--- src/rtl/bcd_pkg.sv ---
// rtl/bcd_pkg.sv - shared widths, limits and FSM encoding for the BCD-to-binary converter
package bcd_pkg;

  localparam int NUM_DIGITS    = 3;
  localparam int DIGIT_W       = 4;
  localparam int BIN_W         = 10;
  localparam int SHIFT_COUNT   = 10;
  localparam int MAX_VALUE     = 255;
  localparam int VALUE_W       = 8;
  localparam int BCD_W         = NUM_DIGITS * DIGIT_W;
  localparam int CNT_W         = $clog2(SHIFT_COUNT + 1);
  localparam int DIGIT_MAX     = 9;
  localparam int ADJ_THRESHOLD = 8;
  localparam int ADJ_OFFSET    = 3;

  typedef enum logic {
    IDLE  = 1'b0,
    SHIFT = 1'b1
  } state_t;

  function automatic logic digit_invalid(input logic [DIGIT_W-1:0] digit);
    return int'(digit) > DIGIT_MAX;
  endfunction

endpackage

--- src/rtl/bcd_to_binary_if.sv ---
// rtl/bcd_to_binary_if.sv - request/result bundle between a requester and the converter
interface bcd_if;
  import bcd_pkg::*;

  logic               start;
  logic [DIGIT_W-1:0] hundreds_in;
  logic [DIGIT_W-1:0] tens_in;
  logic [DIGIT_W-1:0] ones_in;
  logic               busy;
  logic               done;
  logic [VALUE_W-1:0] value;
  logic               overflow;
  logic               invalid;

  modport master (
    output start, hundreds_in, tens_in, ones_in,
    input  busy, done, value, overflow, invalid
  );

  modport slave (
    input  start, hundreds_in, tens_in, ones_in,
    output busy, done, value, overflow, invalid
  );

endinterface

--- src/rtl/bcd_digit_adjust.sv ---
// rtl/bcd_digit_adjust.sv - per-digit correction for one reverse double-dabble step
module bcd_digit_adjust
  import bcd_pkg::*;
(
  input  logic [DIGIT_W-1:0] digit,
  output logic [DIGIT_W-1:0] adjusted
);

  assign adjusted = (digit >= DIGIT_W'(ADJ_THRESHOLD)) ? digit - DIGIT_W'(ADJ_OFFSET) : digit;

endmodule

--- src/rtl/bcd_to_binary.sv ---
// rtl/bcd_to_binary.sv - three-digit BCD to saturated 8-bit binary, one bit per cycle
module bcd_to_binary
  import bcd_pkg::*;
(
  input  logic clk,
  input  logic rst_n,
  bcd_if.slave bus
);

  state_t             state_q;
  state_t             state_d;
  logic [BCD_W-1:0]   bcd_q;
  logic [BIN_W-1:0]   bin_q;
  logic [CNT_W-1:0]   cnt_q;
  logic               done_q;
  logic [VALUE_W-1:0] value_q;
  logic               overflow_q;
  logic               invalid_q;

  logic [BCD_W-1:0]   in_bcd;
  logic               in_bad;
  logic               accept;
  logic               load;
  logic               reject;
  logic               step;
  logic               last_step;
  logic [BCD_W-1:0]   shifted_bcd;
  logic [BIN_W-1:0]   shifted_bin;
  logic [BCD_W-1:0]   adj_bcd;

  assign in_bcd = {bus.hundreds_in, bus.tens_in, bus.ones_in};
  assign in_bad = digit_invalid(bus.hundreds_in) | digit_invalid(bus.tens_in)
                | digit_invalid(bus.ones_in);
  assign accept = (state_q == IDLE) && bus.start;

  // The LSB of the BCD word falls into the top of the binary word each step.
  assign shifted_bcd = {1'b0, bcd_q[BCD_W-1:1]};
  assign shifted_bin = {bcd_q[0], bin_q[BIN_W-1:1]};

  for (genvar g = 0; g < NUM_DIGITS; g++) begin : g_adj
    bcd_digit_adjust u_adj (
      .digit    (shifted_bcd[g*DIGIT_W +: DIGIT_W]),
      .adjusted (adj_bcd[g*DIGIT_W +: DIGIT_W])
    );
  end

  always_ff @(posedge clk or negedge rst_n) begin
    if (!rst_n) begin
      state_q <= IDLE;
    end else begin
      state_q <= state_d;
    end
  end

  always_comb begin
    state_d = state_q;
    case (state_q)
      IDLE:    if (accept && !in_bad) state_d = SHIFT;
      SHIFT:   if (last_step)         state_d = IDLE;
      default: state_d = IDLE;
    endcase
  end

  always_comb begin
    load      = accept && !in_bad;
    reject    = accept && in_bad;
    step      = (state_q == SHIFT);
    last_step = step && (cnt_q == CNT_W'(1));
    bus.busy  = step;
  end

  always_ff @(posedge clk or negedge rst_n) begin
    if (!rst_n) begin
      bcd_q      <= '0;
      bin_q      <= '0;
      cnt_q      <= '0;
      done_q     <= 1'b0;
      value_q    <= '0;
      overflow_q <= 1'b0;
      invalid_q  <= 1'b0;
    end else begin
      done_q <= 1'b0;
      if (load) begin
        bcd_q <= in_bcd;
        bin_q <= '0;
        cnt_q <= CNT_W'(SHIFT_COUNT);
      end
      if (reject) begin
        done_q     <= 1'b1;
        invalid_q  <= 1'b1;
        value_q    <= '0;
        overflow_q <= 1'b0;
      end
      if (step) begin
        bcd_q <= adj_bcd;
        bin_q <= shifted_bin;
        cnt_q <= cnt_q - CNT_W'(1);
        if (last_step) begin
          done_q    <= 1'b1;
          invalid_q <= 1'b0;
          if (shifted_bin > BIN_W'(MAX_VALUE)) begin
            value_q    <= VALUE_W'(MAX_VALUE);
            overflow_q <= 1'b1;
          end else begin
            value_q    <= shifted_bin[VALUE_W-1:0];
            overflow_q <= 1'b0;
          end
        end
      end
    end
  end

  assign bus.done     = done_q;
  assign bus.value    = value_q;
  assign bus.overflow = overflow_q;
  assign bus.invalid  = invalid_q;

endmodule

--- src/flat_wrapper.sv ---
// flat-port wrapper written by rule: the top's interface ports become plain ports
module bcd_to_binary_flat import bcd_pkg::*;
  (clk, rst_n, bus_start, bus_hundreds_in, bus_tens_in, bus_ones_in, bus_busy, bus_done, bus_value, bus_overflow, bus_invalid);
  bcd_if bus_i ();
  input  logic clk;
  input  logic rst_n;
  input wire logic [$bits(bus_i.start)-1:0] bus_start;
  input wire logic [$bits(bus_i.hundreds_in)-1:0] bus_hundreds_in;
  input wire logic [$bits(bus_i.tens_in)-1:0] bus_tens_in;
  input wire logic [$bits(bus_i.ones_in)-1:0] bus_ones_in;
  output wire logic [$bits(bus_i.busy)-1:0] bus_busy;
  output wire logic [$bits(bus_i.done)-1:0] bus_done;
  output wire logic [$bits(bus_i.value)-1:0] bus_value;
  output wire logic [$bits(bus_i.overflow)-1:0] bus_overflow;
  output wire logic [$bits(bus_i.invalid)-1:0] bus_invalid;
  assign bus_i.start = bus_start;
  assign bus_i.hundreds_in = bus_hundreds_in;
  assign bus_i.tens_in = bus_tens_in;
  assign bus_i.ones_in = bus_ones_in;
  assign bus_busy = bus_i.busy;
  assign bus_done = bus_i.done;
  assign bus_value = bus_i.value;
  assign bus_overflow = bus_i.overflow;
  assign bus_invalid = bus_i.invalid;
  bcd_to_binary u_core (.clk(clk), .rst_n(rst_n), .bus(bus_i));
endmodule
--- config.mk ---
export PLATFORM = sky130hd
export DESIGN_NAME = bcd_to_binary_flat
export DESIGN_NICKNAME = d
export VERILOG_FILES = /design/src/rtl/bcd_pkg.sv /design/src/rtl/bcd_to_binary_if.sv /design/src/rtl/bcd_digit_adjust.sv /design/src/rtl/bcd_to_binary.sv /design/src/flat_wrapper.sv
export SDC_FILE = /design/constraint.sdc
export NUM_CORES = 1
export LEC_CHECK = 0
export BUFFER_PORTS_ARGS = -buffer_cell sky130_fd_sc_hd__buf_2
export CORE_ASPECT_RATIO = 1.75
export CORE_UTILIZATION = 63
export CTS_BUF_LIST = sky130_fd_sc_hd__clkbuf_8
export DETAILED_ROUTE_END_ITERATION = 7
export GPL_TIMING_DRIVEN = 0
export PLACE_DENSITY = 0.85
export SLEW_MARGIN = 25
export SYNTH_ARGS = -nofsm -noshare
export SYNTH_HDL_FRONTEND = slang
export SYNTH_SLANG_ARGS = --single-unit
--- constraint.sdc ---
create_clock -name clk -period 1.8 [get_ports clk]
set_input_delay 0.36 -clock clk [delete_from_list [all_inputs] [get_ports clk]]
set_output_delay 0.36 -clock clk [all_outputs]
set_load 0.03 [all_outputs]
After elaboration in Yosys (flattened, before gate mapping)
Cells that the tools add are included.
- add/subtract/negate cells: 4
- $mul: 0
- reductions and logical operators: 6
- muxes and demuxes: 26
- bitwise logic cells: 3
- equal/unequal tests: 1
- order comparisons: 7
- divide/modulo/power cells: 0
- shift operators: 0
- operators by type and width (kind ; number):
    8-bit 2-to-1 mux ; 4
    12-bit 2-to-1 mux ; 2
    10-bit 2-to-1 mux ; 2
    4-bit 2-to-1 mux ; 5
    4-bit greater-than comparator, second input constant ; 3
    1-bit 2-to-1 mux ; 12
    10-bit by 8-bit greater-than comparator with 1-bit output, second input constant ; 1
    4-bit greater-or-equal comparator, second input constant ; 2
    4-bit by 2-bit subtractor with 4-bit output, second input constant ; 2
    4-bit by 1-bit == test with 1-bit output, second input constant ; 1
    3-bit by 4-bit greater-or-equal comparator with 1-bit output, second input constant ; 1
    1-bit logical AND ; 4
    3-bit by 2-bit subtractor with 4-bit output, second input constant ; 1
    4-bit by 1-bit subtractor with 4-bit output, second input constant ; 1
    1-bit bitwise OR ; 2
    1-bit case mux with 2 select lines ; 1
    2-bit nonzero test ; 1
    1-bit logical NOT ; 1
    1-bit NOT ; 1
- output and inout port bits: 12
- register bits after elaboration: 38
- memory bits (read-only): 0
- logic and storage cells: 55
- bits in writable memories: 0
- bits in latches: 0
- memories: 0

Longest topological paths before layout
Gate-level depths: netlist (run 1).
- depth after elaboration: 7
- depth in mapped cells: 6
- gate-level depth less buffers: 6

Hierarchy
From an unflattened synthesis (run 1), not the netlist that was laid out.
- cell total of the unflattened synthesis: 180
- area, all modules: 1924.3 µm²
- modules (own cells, without submodules) (module ; cells each ; area an instance (µm²) ; instances ; sequential area each (µm²)):
    bcd_to_binary ; 147 ; 1695.4 ; 1 ; 925.9
    bcd_digit_adjust ; 11 ; 76.3 ; 3 ; 0.0

Worst setup path after synthesis (run 1)
No wires, ideal clock.
- path type: input port to flip-flop
- from: in bus_ones_in[2]
- to: reg u_core.bcd_q[10]
- setup slack: 0.384 ns
- arrival time: 1.292 ns
- stages: 4
- library setup time: 0.125 ns
- data required time: 1.675 ns
- cells stage by stage: o21ai_2 > nand4_4 > mux2_1 > mux2_2
- cells in the longest elaborated chain, start to end: 5
- ends and longest elaborated chain (element ; line ; text):
    start: declaration ; flat_wrapper.sv:10 ; input wire logic [$bits(bus_i.ones_in)-1:0] bus_ones_in;
    4-bit greater-than comparator ; bcd_pkg.sv:22 ; return int'(digit) > DIGIT_MAX;
    1-bit bitwise OR ; bcd_to_binary.sv:33 ; | digit_invalid(bus.ones_in);
    1-bit logical NOT ; bcd_to_binary.sv:65 ; load = accept && !in_bad;
    1-bit logical AND ; bcd_to_binary.sv:65 ;
    2-bit nonzero test (no line) ; - ;
    end signal: assignment ; bcd_to_binary.sv:84 ; bcd_q <= in_bcd;
    end signal: assignment ; bcd_to_binary.sv:95 ; bcd_q <= adj_bcd;
    end: declaration ; bcd_to_binary.sv:12 ; logic [BCD_W-1:0] bcd_q;
Every way passes these cells.
A chain may end at the register's enable or synchronous reset.

Worst setup path after layout (run 1)
- from: reg u_core.state_q (netlist: u_core.bus.busy)
- to: reg u_core.bin_q[9]
- cells in the longest elaborated chain, start to end: 4
- ends and longest elaborated chain (element ; line ; text):
    start: declaration ; bcd_to_binary.sv:10 ; state_t state_q;
    start signal: assignment ; bcd_to_binary.sv:51 ; state_q <= state_d;
    1-bit NOT ; bcd_to_binary.sv:34 ; assign accept = (state_q == IDLE) && bus.start;
    1-bit logical AND ; bcd_to_binary.sv:34 ;
    1-bit logical AND ; bcd_to_binary.sv:65 ;
    2-bit nonzero test (no line) ; - ;
    end signal: assignment ; bcd_to_binary.sv:96 ; bin_q <= shifted_bin;
    end: declaration ; bcd_to_binary.sv:13 ; logic [BIN_W-1:0] bin_q;
Parallel ways exist; a longest one is shown, timed or not.

==> flow_summary.toml, run 1 <==
[final_layout]
drive_above_1_share = 0.209
final_cell_mix = "dfrtp_1, nand2_1, buf_2"
seq_area_um2 = 926
area_growth_pct = 13.8
antenna_cells = 0
fin_nets = 231
multi_input_area_um2 = 785
layout_commonest_cell = "dfrtp_1"
n_fill_cell = 191

[timing]
clock_skew_ps = 5.85
finalSetupViolCount = 0
min_period_over_period = 0.853
hold_viol_final = 0
min_period_ps = 1540
drv_slew = 0
slew_headroom = 0.467
worstMarginPinSlew_ps = 799
fmax_mhz = 651
rsz0062_at_grt = "no"
setup_tns_ps = 0

[detailed_routing]
wire_per_inst_um = 16.1
wirelength_um = 3830
dr_total_vias = 1429
first_iter_violations = 58
drc = 0
ant_nets = 0
viasPerCell = 6.00
dr.pass1.iters = 5

[placed_design]
port-buffer-count = 26
gp_congestion = 0.815
dp_hpwl_um = 2740

[logic_synthesis]
synth.avg_cell_area_um2 = 10.1
synthFlopType = "dfrtp_1"
syn_nets = 198
yosysWarnings = 0
synthCells = 177
synth_edf_count = 0
async_flop_share = 1.00
post_synth_num_cell_types = 34
synth-seq-cells = 37
ys_seq_area_frac = 0.517
netlist_area_um2 = 1790

[setup_path]
arrival_ps = 1700
worstSetupPathType = "flop to flop"
endpoint_kind = "flop"
critPathLaunchType = "flop"
cp.required_ps = 1960
crit_fanout = 10

[clocking]
postCtsSetupBuffers = 0
cts_buffers = 5
clk_pin_slew_worst_paths_ps = 70
cts.sinks = 37
cts_hold_buf = 0
root_buffer = "clkbuf_8"
cts_resized = 0
cts_max_path_buffers = 2
clock_latency_ps = 310
cts_tree = "done"
cts_max_level = 2

[floorplan]
initial_core_util = 0.666
die-area_um2 = 3070
die_h_um = 72.6
ios = 27
die_width_um = 42.3
coreArea_um2 = 2690
rows = 25

[pwr]
p_leak_nw = 1.01
powerDensity_nw_per_um2 = 1780
power.total_mw = 3.62
vdd_drop_max_mv = 1.11

[worst_hold_path]
holdCritPathClass = "input pin to async pin"

[global_route]
grt_pass1_wl_um = 6590
grt_overflow_total = 0
grt_max_degree = 38
groute.usage.overall = 0.293
antenna_found_initial = 0
grt_pass1_vias = 1516

[run]
drv_cap = 0

[run_status]
outcome = "complete, no violations"
## cells by family after synthesis
kind of cell / Yosys count / share of synthesized area
xor+xnor: 6 / 0.0293
compound gates: 43 / 0.167
simple gates: 56 / 0.141
fa+ha+maj: 6 / 0.0419
mux: 10 / 0.0587
flops: 37 / 0.517
buf+inv: 19 / 0.0454
## worst max-delay path, stage by stage (launching register included)
cell	delay [ps]
dfrtp_1	470
buf_2	270
buf_1	450
o21ai_0	200
## routing by layer
metal / routed length, um / up-vias / GRT usage
met3: 175 / 8 / 0.0746
met2: 2100 / 44 / 0.521
met1: 1450 / 707 / 0.295
li1: - / 670 / -
met5: 0 / - / 0
met4: 103 / 0 / 0.184
## registers in the layout, summed over array words and instances (netlist names)
register / flops
u_core.bcd_q: 12
u_core.bin_q: 9
u_core.bus.busy: 1
u_core.bus.done: 1
u_core.bus.invalid: 1
u_core.bus.overflow: 1
u_core.bus.value: 8
u_core.cnt_q: 4
## metrics by stage
| step | worst slack (ps) | instances | utilization | hold WS, ps | cell area (um^2) |
|---|---|---|---|---|---|
| after floorplan | 384 | 177 | - | 64.4 | 1790 |
| after global placement | 161 | 230 | 0.727 | 465 | 1960 |
| after detailed placement | 98.8 | 230 | 0.727 | 469 | 1960 |
| after CTS | 288 | 238 | 0.758 | 168 | 2040 |
| after global routing | 134 | 238 | 0.758 | 215 | 2040 |
| final | 264 | 238 | 0.758 | 143 | 2040 |
## report_power, final
group	internal [mW]	switching (mW)	leakage [nW]
Sequential	1.20	0.320	0.466
Clock	0.262	0.302	0.0491
Combinational	0.609	0.933	0.495
Total	2.07	1.56	1.01
## final timing paths
path / from / to / slack, ps / depth (start not counted)
min in group clk: bus_hundreds_in[3] / u_core.bcd_q[11] / 320 / 3
worst max-delay path: u_core.bus.busy / u_core.bin_q[9] / 260 / 3
worst max register to register: u_core.bus.busy / u_core.bin_q[9] / 260 / 3
worst min-delay path: rst_n / u_core.bcd_q[7] / 140 / 1
worst min register to register: u_core.bus.value[2] / u_core.bus.value[2] / 490 / 1
max in group asynchronous: rst_n / u_core.cnt_q[1] / 1150 / 1
## cell type report
class,count,area share
clock inverters,3,0.00675
inverters,9,0.0166
repair buffers,26,0.0638
well taps,27,0.0166
clock buffers,5,0.0338
plain buffers,10,0.0233
flip-flops and latches,37,0.454
multi-input cells,121,0.385
## synthesized netlist by cell type, types with 2 or more instances
| master | number | area share |
|---|---|---|
| dfrtp_1 | 37 | 0.52 |
| nand2_1 | 31 | 0.065 |
| nor2_1 | 12 | 0.025 |
| o21ai_0 | 12 | 0.034 |
| inv_1 | 9 | 0.019 |
| o2bb2ai_1 | 9 | 0.044 |
| a21oi_1 | 8 | 0.022 |
| ha_1 | 6 | 0.042 |
| mux2i_1 | 6 | 0.034 |
| clkbuf_1 | 5 | 0.010 |
| xnor2_1 | 5 | 0.024 |
| nand3_1 | 3 | 0.0084 |
| nor3_1 | 3 | 0.0084 |
| o21ai_2 | 3 | 0.015 |
| a22oi_1 | 2 | 0.0084 |
| buf_1 | 2 | 0.0042 |
| buf_2 | 2 | 0.0056 |
| mux2_1 | 2 | 0.013 |
| mux2_2 | 2 | 0.013 |
| nor2b_1 | 2 | 0.0070 |
| o21a_1 | 2 | 0.0084 |
| o311ai_0 | 2 | 0.0098 |
(Power assumes the default switching activity.)
==> run 2, diff against run 1 <==
MAX_ROUTING_LAYER = met4   (was unset)
==> run 2 against run 1 <==
Compared with the run above: register-to-register slack about the same; cell area did not move; sequential power about the same; clock-buffer cell count is the same; combinational power about the same; total power is essentially flat; highest routed layer unchanged.
==> flow_summary.toml, run 2 (synthesis gave the netlist of run 1 again) <==
[final_layout]
fin_nets = 231
drive_above_1_share = 0.209
instances_no_fill = 238
layout_commonest_cell = "dfrtp_1"
area_growth_pct = 13.8
antenna_cells = 0
largest_reg_flops = 12
regMostFlops = "u_core.bcd_q"
final_cell_mix = "dfrtp_1, nand2_1, buf_2"
n_fill_cell = 191

[timing]
drv_slew = 0
min_period_over_period = 0.858
slew_headroom = 0.468
min_period_ps = 1540
setup_tns_ps = 0
clock_skew_ps = 6.53
finalSetupViolCount = 0
rsz0062_at_grt = "no"
hold_viol_final = 0
fmax_mhz = 647
worstMarginPinSlew_ps = 798

[setup_path]
worstSetupPathType = "flop to flop"
endpoint_kind = "flop"
arrival_ps = 1700
cp.required_ps = 1960
reg2reg_depth = 3
critPathLaunchType = "flop"
crit_fanout = 10

[placed_design]
gp_congestion = 0.827
dp_hpwl_um = 2740
port-buffer-count = 26
dpl.cell_count = 230

[detailed_routing]
ant_nets = 0
drc = 0
wire_per_inst_um = 16.1
first_iter_violations = 56
top_layer = "met4"
viasPerCell = 6.05
wirelength_um = 3820
drt-met1-wl_um = 1450
dr.pass1.iters = 4
dr_total_vias = 1441
wl_met3_um = 181
wl_met2_um = 2100

[global_route]
groute.usage.overall = 0.302
grt_pass1_vias = 1512
antenna_found_initial = 0
grt_max_degree = 38
grt_overflow_total = 0
grt_pass1_wl_um = 6600

[clocking]
root_buffer = "clkbuf_8"
cts_tree = "done"
clock_latency_ps = 300
cts_hold_buf = 0
clk_pin_slew_worst_paths_ps = 70
cts_buffers = 5
cts_max_path_buffers = 2
cts_max_level = 2
cts.sinks = 37
postCtsSetupBuffers = 0
cts_resized = 0

[pwr]
powerDensity_nw_per_um2 = 1780
vdd_drop_max_mv = 1.10
p_leak_nw = 1.01
power.total_mw = 3.62

[run_status]
outcome = "complete, no violations"

[floorplan]
die_width_um = 42.3
ios = 27
die_h_um = 72.6
rows = 25
initial_core_util = 0.666
coreArea_um2 = 2690
die-area_um2 = 3070

[run]
drv_cap = 0

[worst_hold_path]
holdCritPathClass = "input pin to async pin"
-- run 2: cell counts in the layout (fill, tap and decap cells not counted) --
Identical to the previous run, type by type.
-- run 2: critical path, stage by stage, from the launching register on --
cell and delay, ps:
dfrtp_1 470, buf_2 280, buf_1 450, o21ai_0 200
-- run 2: worst paths after layout --
kind | from | to | slack [ps]
worst max-delay path | u_core.bus.busy | u_core.bin_q[9] | 260
worst min-delay path | rst_n | u_core.bcd_q[7] | 150
worst max register to register | u_core.bus.busy | u_core.bin_q[9] | 260
worst min register to register | u_core.bus.value[2] | u_core.bus.value[2] | 490
max in group asynchronous | rst_n | u_core.cnt_q[1] | 1150
min in group clk | bus_hundreds_in[3] | u_core.bcd_q[11] | 330
-- run 2: stage by stage --
stage          hold slack [ps]  worst slack, ps   util  area (um^2)
5_1_grt                    215              134  0.758         2040
2_1_floorplan             64.4              384      -         1790
6_report                   147              255  0.758         2040
4_1_cts                    168              288  0.758         2040
3_5_place_dp               469             98.8  0.727         1960
3_3_place_gp               465              161  0.727         1960
-- run 2: routing by layer --
layer / vias to the layer above / global-route usage
li1: 671 / -
met1: 708 / 0.299
met2: 51 / 0.521
met3: 11 / 0.0721
met4: 0 / 0.184
met5: - / -
-- run 2: power breakdown --
group / total [mW] / switching (mW) / internal, mW
logic: 1.54 / 0.934 / 0.610
clock network: 0.561 / 0.298 / 0.262
registers: 1.52 / 0.320 / 1.20
total: 3.62 / 1.55 / 2.07
-- run 2: cell type report --
cell class                      instances  area (um^2)  area share
Sequential cell                        37          926       0.454
Clock inverter                          3         13.8     0.00675
Multi-Input combinational cell        121          785       0.385
Timing Repair Buffer                   26          130      0.0638
Buffer                                 10         47.5      0.0233
Clock buffer                            5         68.8      0.0338
Tap cell                               27         33.8      0.0166
Inverter                                9         33.8      0.0166
==> run 3, diff against run 2 <==
CORE_UTILIZATION = 53   (was 63)
PLACE_DENSITY = 0.76   (was 0.85)
clock period = 1.4 ns   (was 1.8 ns; I/O delays follow)
==> run 3 against run 2 <==
Compared with the run above: setup slack worse by 220 ps; routed wire length increased by 5.3%; flip-flop and latch count did not move; register-to-register slack got worse by 220 ps; via count decreased by 0.28%; largest power group unchanged.
==> flow_summary.toml, run 3 (synthesis gave the netlist of run 1 again) <==
[setup_path]
critPathLaunchType = "flop"
timing.rr.end = "u_core.bus.value[7]"
endpoint_kind = "flop"
worstSetupPathType = "flop to flop"
critPathBufInv = 0
reg2reg_slack_ps = 40
r2r_start = "u_core.bus.busy"
arrival_ps = 1530
slowest_delay_ps = 470
worstSetupPathDepth = 3
cp.required_ps = 1570
reg2reg_depth = 3
crit_fanout = 10
critPathTopFamily = "compound AO/OA/AOI/OAI gates"
worstPathCellList = "a311oi_1 -> a31oi_4 -> o2bb2ai_1"
crit_slowest_cell = "dfrtp_1"

[timing]
clock_skew_ps = 9.35
fmax_mhz = 734
worstMarginPinSlew_ps = 815
slew_headroom = 0.456
fin_hold_ws_ps = 76.0
min_period_ps = 1360
drv_slew = 0
min_period_over_period = 0.973
finalSetupViolCount = 0
rsz0062_at_grt = "yes"
hold_viol_final = 0

[final_layout]
regMostFlops = "u_core.bcd_q"
drive_above_1_share = 0.227
largest_reg_flops = 12
area_growth_pct = 15.6
layout_commonest_cell = "dfrtp_1"
fin_area_um2 = 2070
final_cell_mix = "dfrtp_1, nand2_1, buf_2"
antenna_cells = 0
fin_nets = 231

[clocking]
root_buffer = "clkbuf_8"
cts_buffers = 5
cts_max_path_buffers = 2
clk_pin_slew_worst_paths_ps = 70
cts_max_level = 2
cts_hold_buf = 0
cts_resized = 5
cts_tree = "done"
cts.sinks = 37
clock_latency_ps = 290
postCtsSetupBuffers = 0

[detailed_routing]
dr.pass1.iters = 4
viasPerCell = 5.66
drc = 0
wire_per_inst_um = 15.9
wirelength_um = 4030
dr_total_vias = 1437
first_iter_violations = 54
ant_nets = 0

[global_route]
groute.usage.overall = 0.260
grt_pass1_vias = 1450
grt_overflow_total = 0
grt_pass1_wl_um = 6510
antenna_found_initial = 0
grt_max_degree = 38

[pwr]
vdd_drop_max_mv = 1.67
p_leak_nw = 1.02
powerDensity_nw_per_um2 = 2250
power.total_mw = 4.66

[floorplan]
ios = 27
initial_core_util = 0.564
die_h_um = 78.9
die-area_um2 = 3630
rows = 27
coreArea_um2 = 3180
die_width_um = 46.0

[placed_design]
dp_hpwl_um = 2940
gp_congestion = 0.806
place_area_um2 = 1980
port-buffer-count = 26

[worst_hold_path]
holdCritPathClass = "input pin to async pin"

[run]
drv_cap = 0

[run_status]
outcome = "complete, no violations"
-- run 3: final cells by class --
type | instances | area, um^2
Buffer | 10 | 52.6
Timing Repair Buffer | 26 | 130
Sequential cell | 37 | 926
Clock inverter | 3 | 13.8
Clock buffer | 5 | 68.8
Multi-Input combinational cell | 121 | 793
Tap cell | 43 | 53.8
Inverter | 9 | 33.8
Fill cell | 290 | 1100
-- run 3: where the power goes --
group	internal, mW	switching [mW]	leakage (nW)
Clock	0.337	0.367	0.0491
Combinational	0.798	1.21	0.506
Sequential	1.54	0.413	0.466
Total	2.67	1.99	1.02
-- run 3: routing by layer --
metal	global-route usage	part of all wire
met1	0.272	0.39
met2	0.432	0.54
met3	0.0386	0.038
met4	0.165	0.037
met5	-	0
-- run 3: worst max path at each step --
stage               startpoint                  end
6_report       u_core.bus.busy  u_core.bus.value[7]
5_1_grt        u_core.bus.busy  u_core.bus.value[5]
3_3_place_gp    bus_tens_in[2]     u_core.bcd_q[10]
2_1_floorplan  u_core.bus.busy      u_core.bcd_q[5]
4_1_cts        u_core.bus.busy  u_core.bus.value[7]
3_5_place_dp    bus_tens_in[2]      u_core.bcd_q[9]
-- run 3: per-stage QoR --
step | setup TNS, ps | worst slack, ps | cells | utilization
finish | 0 | 37.6 | 254 | 0.652
floorplan | 0 | 3.85 | 177 | -
global placement | -3500 | -204 | 246 | 0.622
CTS | 0 | 47.4 | 254 | 0.652
global route | -34.6 | -15.5 | 254 | 0.652
detailed placement | -5250 | -240 | 246 | 0.622
